===== config.mk =====
export PLATFORM = sky130hd
export DESIGN_NAME = seven_segment_scanner
export DESIGN_NICKNAME = d
export VERILOG_FILES = /design/src/rtl/seven_seg_pkg.sv /design/src/rtl/scan_tick_gen.sv /design/src/rtl/seven_segment_scanner.sv
export SDC_FILE = /design/constraint.sdc
export NUM_CORES = 1
export LEC_CHECK = 0
export CORE_MARGIN = 3
export CORE_UTILIZATION = 57
export CTS_BUF_LIST = sky130_fd_sc_hd__clkbuf_4
export DETAILED_ROUTE_END_ITERATION = 10
export GPL_TIMING_DRIVEN = 0
export PLACE_DENSITY = 0.82
export SETUP_SLACK_MARGIN = 0.05
export SKIP_LAST_GASP = 1
export SLEW_MARGIN = 10
export SYNTH_ARGS = -nofsm -noshare
export SYNTH_HDL_FRONTEND = slang
export SYNTH_SLANG_ARGS = --single-unit

===== constraint.sdc =====
create_clock -name clk -period 3.1 [get_ports clk]
set_input_delay 0.62 -clock clk [delete_from_list [all_inputs] [get_ports clk]]
set_output_delay 0.62 -clock clk [all_outputs]
set_load 0.05 [all_outputs]

===== src/rtl/seven_seg_pkg.sv =====
// rtl/seven_seg_pkg.sv - shared types, constants and helpers for the seven-segment scan driver
package seven_seg_pkg;

    localparam int NUM_DIGITS = 4;
    localparam logic [NUM_DIGITS-1:0] AN_OFF = 4'b1111;

    typedef logic [1:0] digit_idx_t;

    // A digit is a leading zero when it and every more-significant nibble are zero.
    function automatic logic digit_blanked(input logic [15:0] val, input logic lz, input digit_idx_t idx);
        logic zero_above;
        case (idx)
            2'd1:    zero_above = (val[15:4] == 12'h000);
            2'd2:    zero_above = (val[15:8] == 8'h00);
            2'd3:    zero_above = (val[15:12] == 4'h0);
            default: zero_above = 1'b0;
        endcase
        return lz && zero_above;
    endfunction

    function automatic logic [NUM_DIGITS-1:0] anode_sel(input digit_idx_t idx);
        return ~(4'b0001 << idx);
    endfunction

endpackage


===== src/rtl/scan_tick_gen.sv =====
// rtl/scan_tick_gen.sv - free-running prescaler producing one tick per scan slot
module scan_tick_gen #(
    parameter int REFRESH_DIV = 100000,
    localparam int CW = $clog2(REFRESH_DIV)
) (
    input  logic          clk,
    input  logic          rst_n,
    output logic          tick,
    output logic [CW-1:0] div_cnt
);

    assign tick = (div_cnt == CW'(REFRESH_DIV - 1));

    always_ff @(posedge clk or negedge rst_n) begin
        if (!rst_n) begin
            div_cnt <= '0;
        end else if (tick) begin
            div_cnt <= '0;
        end else begin
            div_cnt <= div_cnt + CW'(1);
        end
    end

endmodule


===== src/rtl/seven_segment_scanner.sv =====
// rtl/seven_segment_scanner.sv - 4-digit time-multiplexed scan driver with per-frame snapshot
module seven_segment_scanner
    import seven_seg_pkg::*;
#(
    parameter int REFRESH_DIV = 100000,
    parameter int GUARD       = 16
) (
    input  logic        clk,
    input  logic        rst_n,
    input  logic        en,
    input  logic [15:0] value,
    input  logic [3:0]  dp_in,
    input  logic        lz_blank,
    output logic [3:0]  hex,
    output logic [3:0]  an,
    output logic        dp_n,
    output logic        frame_start
);

    localparam int CW = $clog2(REFRESH_DIV);

    logic          tick;
    logic [CW-1:0] div_cnt;
    digit_idx_t    dig;
    logic [15:0]   snap_val;
    logic [3:0]    snap_dp;
    logic          snap_lz;

    logic [CW-1:0] div_nxt;
    digit_idx_t    dig_nxt;
    logic          capture;
    logic [15:0]   val_nxt;
    logic [3:0]    dpv_nxt;
    logic          lz_nxt;
    logic          lit;
    logic [3:0]    an_nxt;
    logic [3:0]    hex_nxt;
    logic          dp_n_nxt;
    logic          fs_nxt;

    scan_tick_gen #(
        .REFRESH_DIV(REFRESH_DIV)
    ) u_tick (
        .clk    (clk),
        .rst_n  (rst_n),
        .tick   (tick),
        .div_cnt(div_cnt)
    );

    // Output registers are loaded from next-state values so they line up with
    // the slot they describe rather than lagging it by a cycle.
    always_comb begin
        div_nxt  = tick ? '0 : div_cnt + CW'(1);
        dig_nxt  = tick ? dig + 2'd1 : dig;
        capture  = tick && (dig == 2'd3);
        val_nxt  = capture ? value    : snap_val;
        dpv_nxt  = capture ? dp_in    : snap_dp;
        lz_nxt   = capture ? lz_blank : snap_lz;
        lit      = en && !digit_blanked(val_nxt, lz_nxt, dig_nxt) && (div_nxt >= CW'(GUARD));
        an_nxt   = lit ? anode_sel(dig_nxt) : AN_OFF;
        dp_n_nxt = lit ? ~dpv_nxt[dig_nxt] : 1'b1;
        hex_nxt  = val_nxt[{dig_nxt, 2'b00} +: 4];
        fs_nxt   = (div_nxt == CW'(REFRESH_DIV - 1)) && (dig_nxt == 2'd3);
    end

    always_ff @(posedge clk or negedge rst_n) begin
        if (!rst_n) begin
            dig         <= 2'd0;
            snap_val    <= 16'h0000;
            snap_dp     <= 4'b0000;
            snap_lz     <= 1'b0;
            an          <= AN_OFF;
            hex         <= 4'h0;
            dp_n        <= 1'b1;
            frame_start <= 1'b0;
        end else begin
            dig         <= dig_nxt;
            snap_val    <= val_nxt;
            snap_dp     <= dpv_nxt;
            snap_lz     <= lz_nxt;
            an          <= an_nxt;
            hex         <= hex_nxt;
            dp_n        <= dp_n_nxt;
            frame_start <= fs_nxt;
        end
    end

endmodule

# [Word-level counts from Yosys, hierarchy flattened]
# Index checks and enable logic that the tools add are counted.
# W data, S select, Z words.
[totals] inputBits=24 mem_bits_rw=0 latch_bits=0 register_bits=50 wordCells=42 mem_bits_ro=0 mem_count=0 out_inout_bits=10
[op_classes] n_shift=2 n_eq_ne=6 n_reduce_logical=9 magnitude_cmp=2 addsub=2 bitwise=2 n_mux=10 multipliers=0 div=0
[op_table] operator="$eq A17 B17 Y1 const B" count=2
[op_table] operator="$add A17 B1 Y17 const B" count=1
[op_table] operator="$ge A17 B5 Y1 const B" count=1
[op_table] operator="$mux W17" count=1
[op_table] operator="$mux W16" count=1
[op_table] operator="$shiftx A16 B5 Y4" count=1
[op_table] operator="$logic_not A12 Y1" count=1
[op_table] operator="$logic_not A8 Y1" count=1
[op_table] operator="$mux W4" count=2
[op_table] operator="$eq A2 B2 Y1 const B" count=3
[op_table] operator="$logic_and A1 B1 Y1" count=5
[op_table] operator="$logic_not A4 Y1" count=1
[op_table] operator="$not A4 Y4" count=1
[op_table] operator="$shl A1 B2 Y4 const A" count=1
[op_table] operator="$lt A2 B3 Y1 const B" count=1
[op_table] operator="$mux W1" count=3
[op_table] operator="$pmux W1 S3" count=1
[op_table] operator="$add A2 B1 Y2 const B" count=1
[op_table] operator="$bmux W1 S2" count=1
[op_table] operator="$eq A2 B1 Y1 const B" count=1
[op_table] operator="$mux W2" count=1
[op_table] operator="$logic_not A1 Y1" count=1
[op_table] operator="$not A1 Y1" count=1

# [Logic depth before layout (Yosys ltp)]
[logic_depth] depth_word=10 ltp_mapped=10

# [Modules after synthesis]
# From an unflattened synthesis, not the netlist that was laid out.
[hier_totals] hier_cells=264 hier_area_um2=2591.2
[by_module_without_submodules] mod="seven_segment_scanner" cells_each=190 seq_area_each_um2=832.0 area_each_um2=1798.0 instances=1
[by_module_without_submodules] mod="scan_tick_gen" cells_each=74 seq_area_each_um2=425.4 area_each_um2=793.3 instances=1

# [Worst setup path before layout]
# Ideal clock, no wire load.
[synth_timing] kind="register to register" from="reg u_tick.div_cnt[8]" to="reg an[0]" arrival_time_ns=2.593 period_less_slack_ns=2.709 path_stages_with_launch=8 path_buffers=0 slack_ns=0.391 t_required_ns=2.983 path_cell_list="dfrtp_1 > or4b_1 > nor4_1 > mux2i_1 > inv_1 > o2bb2ai_1 > o2111a_2 > nand3_1"
[synth_via] elab_cells_between_ends=22 cone_classes="add/sub: 1; order compare: 1; eq/ne: 4; shift: 1; mux: 6; bitwise: 1; reduce/logical: 8"
[synth_rtl] item="from (decl)" line="scan_tick_gen.sv:9" source="output logic [CW-1:0] div_cnt"
[synth_rtl] item="from (signal assigned)" line="scan_tick_gen.sv:20" source="div_cnt <= div_cnt + CW'(1);"
[synth_rtl] item="$eq A17 B17 Y1 (*)" line="scan_tick_gen.sv:12" source="assign tick = (div_cnt == CW'(REFRESH_DIV - 1));"
[synth_rtl] item="$mux W2 (*)" line="seven_segment_scanner.sv:54" source="dig_nxt = tick ? dig + 2'd1 : dig;"
[synth_rtl] item="via dig_nxt[1]" line="seven_segment_scanner.sv:30" source="digit_idx_t dig_nxt;"
[synth_rtl] item="$eq A2 B2 Y1 or $eq A2 B1 Y1 (tied branches)" line="seven_seg_pkg.sv:12" source="case (idx)"
[synth_rtl] item="$pmux W1 S3" line="seven_seg_pkg.sv:12"
[synth_rtl] item="$logic_and A1 B1 Y1" line="seven_seg_pkg.sv:18" source="return lz && zero_above;"
[synth_rtl] item="$logic_not A1 Y1" line="seven_segment_scanner.sv:59" source="lit = en && !digit_blanked(val_nxt, lz_nxt, dig_nxt) && (div_nxt >= CW'(GUARD));"
[synth_rtl] item="$logic_and A1 B1 Y1 (2 in a row)" line="seven_segment_scanner.sv:59"
[synth_rtl] item="$mux W4 (*)" line="seven_segment_scanner.sv:60" source="an_nxt = lit ? anode_sel(dig_nxt) : AN_OFF;"
[synth_rtl] item="via an_nxt[0]" line="seven_segment_scanner.sv:36" source="logic [3:0] an_nxt;"
[synth_rtl] item="to (signal assigned)" line="seven_segment_scanner.sv:81" source="an <= an_nxt;"
[synth_rtl] item="to (decl)" line="seven_segment_scanner.sv:15" source="output logic [3:0] an,"
# Mark *: on every way through the listed nets, which the timed path passes. The rest lies on a longest branch.

# [Worst setup path after layout]
[layout_timing] from="reg u_tick.div_cnt[3]" to="reg an[2]"
[layout_via] elab_chain_cells=10 elab_cells_between_ends=22 cone_classes="add/sub: 1; order compare: 1; eq/ne: 4; shift: 1; mux: 6; bitwise: 1; reduce/logical: 8"
[layout_rtl] item="parallel branches: the longest is 9 deep, another holds $add A17 B1 Y17"
[layout_rtl] item="$mux W4 (*)" line="seven_segment_scanner.sv:60"
[layout_rtl] item="via an_nxt[2]" line="seven_segment_scanner.sv:36"
# Mark *: on every way through the listed nets, which the timed path passes.

==> impl_metrics.ini <==
[status]
outcome = complete, no violations

[synthesis]
async_flop_share_pct = 100
synth_cells = 271
ys_types = 50
synthesis.nets = 297
yosys_warnings = 0
seq_area_frac_synth_pct = 48.8
synth.most_common_cell = nand2_1
synth_common_cells = 69 x nand2_1, 45 x dfrtp_1, 17 x nor2_1
yosys.area.top_type = dfrtp_1
synth.area.top_cells = dfrtp_1 44%, nand2_1 10%, dfstp_2 5.1%
synth_area_mm2 = 0.00258
avgSynthCellArea_um2 = 9.51
yosysTopAreaCellShare_pct = 43.7
synth_edf_count = 0
ys_seq_elements = 50
ys.flop_type = dfrtp_1

[setup_path]
crit_end = an[2]
cp-startpoint = u_tick.div_cnt[3]
crit_path_end_kind = register
path_buf_inv = 1
worstSetupPathType = register to register
cp.required_ps = 3410
arrival_ps = 3200
r2r_end = an[2]
critPathLaunchType = register
crit_family = simple AND/OR/NAND/NOR gates
worst-r2r-cell-count = 8
r2r_start = u_tick.div_cnt[3]
path_cells = and3_1, clkbuf_1, and2_1, or4b_2, xnor2_1, or3_1, o2111a_2, nand3_1
r2r_setup_slack_ps = 210
cpMaxStageDelayCell = or4b_2
cpPeakStageDelay_ps = 610
critical_path_cell_count = 8
worstPathMaxFanout = 8

[pwr]
power_density_mw_per_mm2 = 371
pwr-share-comb_pct = 5.2
leakage_nw = 1.34
pwr-share-clk_pct = 38.6
internal_power_mw = 0.938
ir_drop_mv = 0.271
seq_power_share_pct = 56.2
sw_frac_of_total_pct = 19.7
p_switching_mw = 0.230

[sta]
rsz0062_at_grt = false
finalHoldViolCount = 0
layout_setup_ws_ps = 210
setup_violations = 0
max_slew_margin_pct = 28.7
tns_ps = 0
fmax_mhz = 346
drv_slew = 0
period_needed_ps = 2890
tightest_slew_ps = 1060
skew_ps = 8.07
fin_crit_sh_pct = 93.2

[clocking]
cts_buffers = 5
cts.sinks = 50
cts_root_buf = clkbuf_4
htree_num_levels = 2
clk_path_buf_depth = 2
clkTransAtPathRegs_ps = 140
insertion_delay_ps = 370
ctsHoldBuffers = 0
cts_tree = done

[global_route]
grt_pass1_vias = 2034
overflow = 0
grt_util_all_layers_pct = 22.9
grt_antenna_before_repair = 0
grt_pass1_wl_um = 9360
grt_max_degree = 33

[die]
die_y_um = 73.2
ios = 34
die_x_um = 73.2
rows = 23
die_area_mm2 = 0.00536
initial_core_util_pct = 61.7
core-area_mm2 = 0.00417

[worst_hold_path]
worstHoldPathType = input port to async pin

[placed_design]
dp_slack_ps = -245
dpl.hpwl_um = 4150
gp_congestion = 0.872
dp.cells = 355
numPortBuffers = 33

[drt]
drt_iter0_markers = 146
wl_per_cell_um = 15.4
viasPerCell = 5.83
drtAntennaViolNets = 0
wl_um = 5640
drc = 0
first_pass_iters = 5
vias = 2127

[run]
maxCapViolCount = 0

[final_layout]
nets = 340
fill_cells = 300
diodes = 0
fin_cells = 365
areaGrowthSynthToFinish_pct = 22.2
drive_above_1_share_pct = 11.4
## state kept, by name, summed over array words and instances (netlist names)
name and count:
an 4, dig 2, dp_n 1, frame_start 1, hex 4, snap_dp 4
snap_lz 1, snap_val 16, u_tick.div_cnt 17
## final cells by class
| cell class | count | area (um^2) | area share (%) |
|---|---|---|---|
| Multi-Input combinational cell | 203 | 1250 | 39.8 |
| Clock buffer | 5 | 37.5 | 1.19 |
| Timing Repair Buffer | 36 | 368 | 11.7 |
| Inverter | 9 | 33.8 | 1.07 |
| Buffer | 9 | 72.6 | 2.31 |
| Sequential cell | 50 | 1260 | 39.9 |
| Clock inverter | 3 | 63.8 | 2.03 |
| Tap cell | 50 | 62.6 | 1.99 |
## cells in the final DEF (no fill, tap or decap), types with 3 or more instances in the layout
master / instances
mux2i_1: 10
nand2b_1: 3
buf_4: 3
o211ai_1: 3
nor4_1: 5
and4_1: 3
buf_6: 3
nand3_1: 13
xor2_1: 8
nand3b_1: 3
clkdlybuf4s50_1: 32
o21ai_0: 7
nor2_1: 17
dfstp_2: 5
clkbuf_4: 5
or3_1: 3
and2_1: 3
xnor2_1: 10
dfrtp_1: 45
inv_1: 9
nand4_1: 6
nand2_1: 69
## cell families (layout without fill, tap and decap cells)
group,Yosys count,in the layout,share of synthesized area (%)
buffers and inverters,18,62,4.13
flip-flops,50,50,48.8
multiplexers,13,13,5.15
AND/OR/NAND/NOR,148,148,28.9
XOR/XNOR,18,18,6.12
adder cells (fa/ha/maj),2,2,0.971
AO/OA/AOI/OAI,22,22,5.88
## layer usage
layer	wire length, um	vias to the layer above	track usage, %
met4	106	0	7.17
li1	-	1024	-
met1	2350	1011	29.1
met3	360	15	5.23
met2	2820	77	38.6
met5	0	-	0
## power groups by stage
stage / combinational, mW / clock [mW] / sequential, mW
floorplan: 0.00521 / 0 / 0.674
global placement: 0.0581 / 0 / 0.669
detailed placement: 0.0623 / 0 / 0.669
CTS: 0.0624 / 0.460 / 0.657
global route: 0.0660 / 0.491 / 0.657
finish: 0.0611 / 0.451 / 0.657
## worst min-delay path by stage
stage,from,endpoint,slack (ps),cells after the start
global placement,snap_val[1],snap_val[1],450,2
detailed placement,snap_dp[0],snap_dp[0],450,2
floorplan,rst_n,dig[0],320,0
CTS,rst_n,u_tick.div_cnt[4],310,1
finish,rst_n,u_tick.div_cnt[4],300,1
global route,rst_n,u_tick.div_cnt[4],310,1
## stage by stage
| stage | utilization [%] | power (mW) | hold WS, ps | cell area [um^2] |
|---|---|---|---|---|
| after floorplan | - | 0.679 | 324 | 2580 |
| after global placement | 71.2 | 0.727 | 448 | 2970 |
| after detailed placement | 71.7 | 0.731 | 452 | 2990 |
| after CTS | 74.6 | 1.18 | 311 | 3110 |
| after global routing | 75.4 | 1.21 | 308 | 3150 |
| final | 75.4 | 1.17 | 299 | 3150 |
## repair_timing
item | in CTS | in global routing
gates cloned | 0 | 0
resized for setup | 3 | 2
endpoints found under the setup margin | 7 | 8
pin swaps | 0 | 1
setup buffers | 0 | 2
hold endpoints to repair | 0 | 0
No activity file was read; power rests on OpenSTA's default activity.
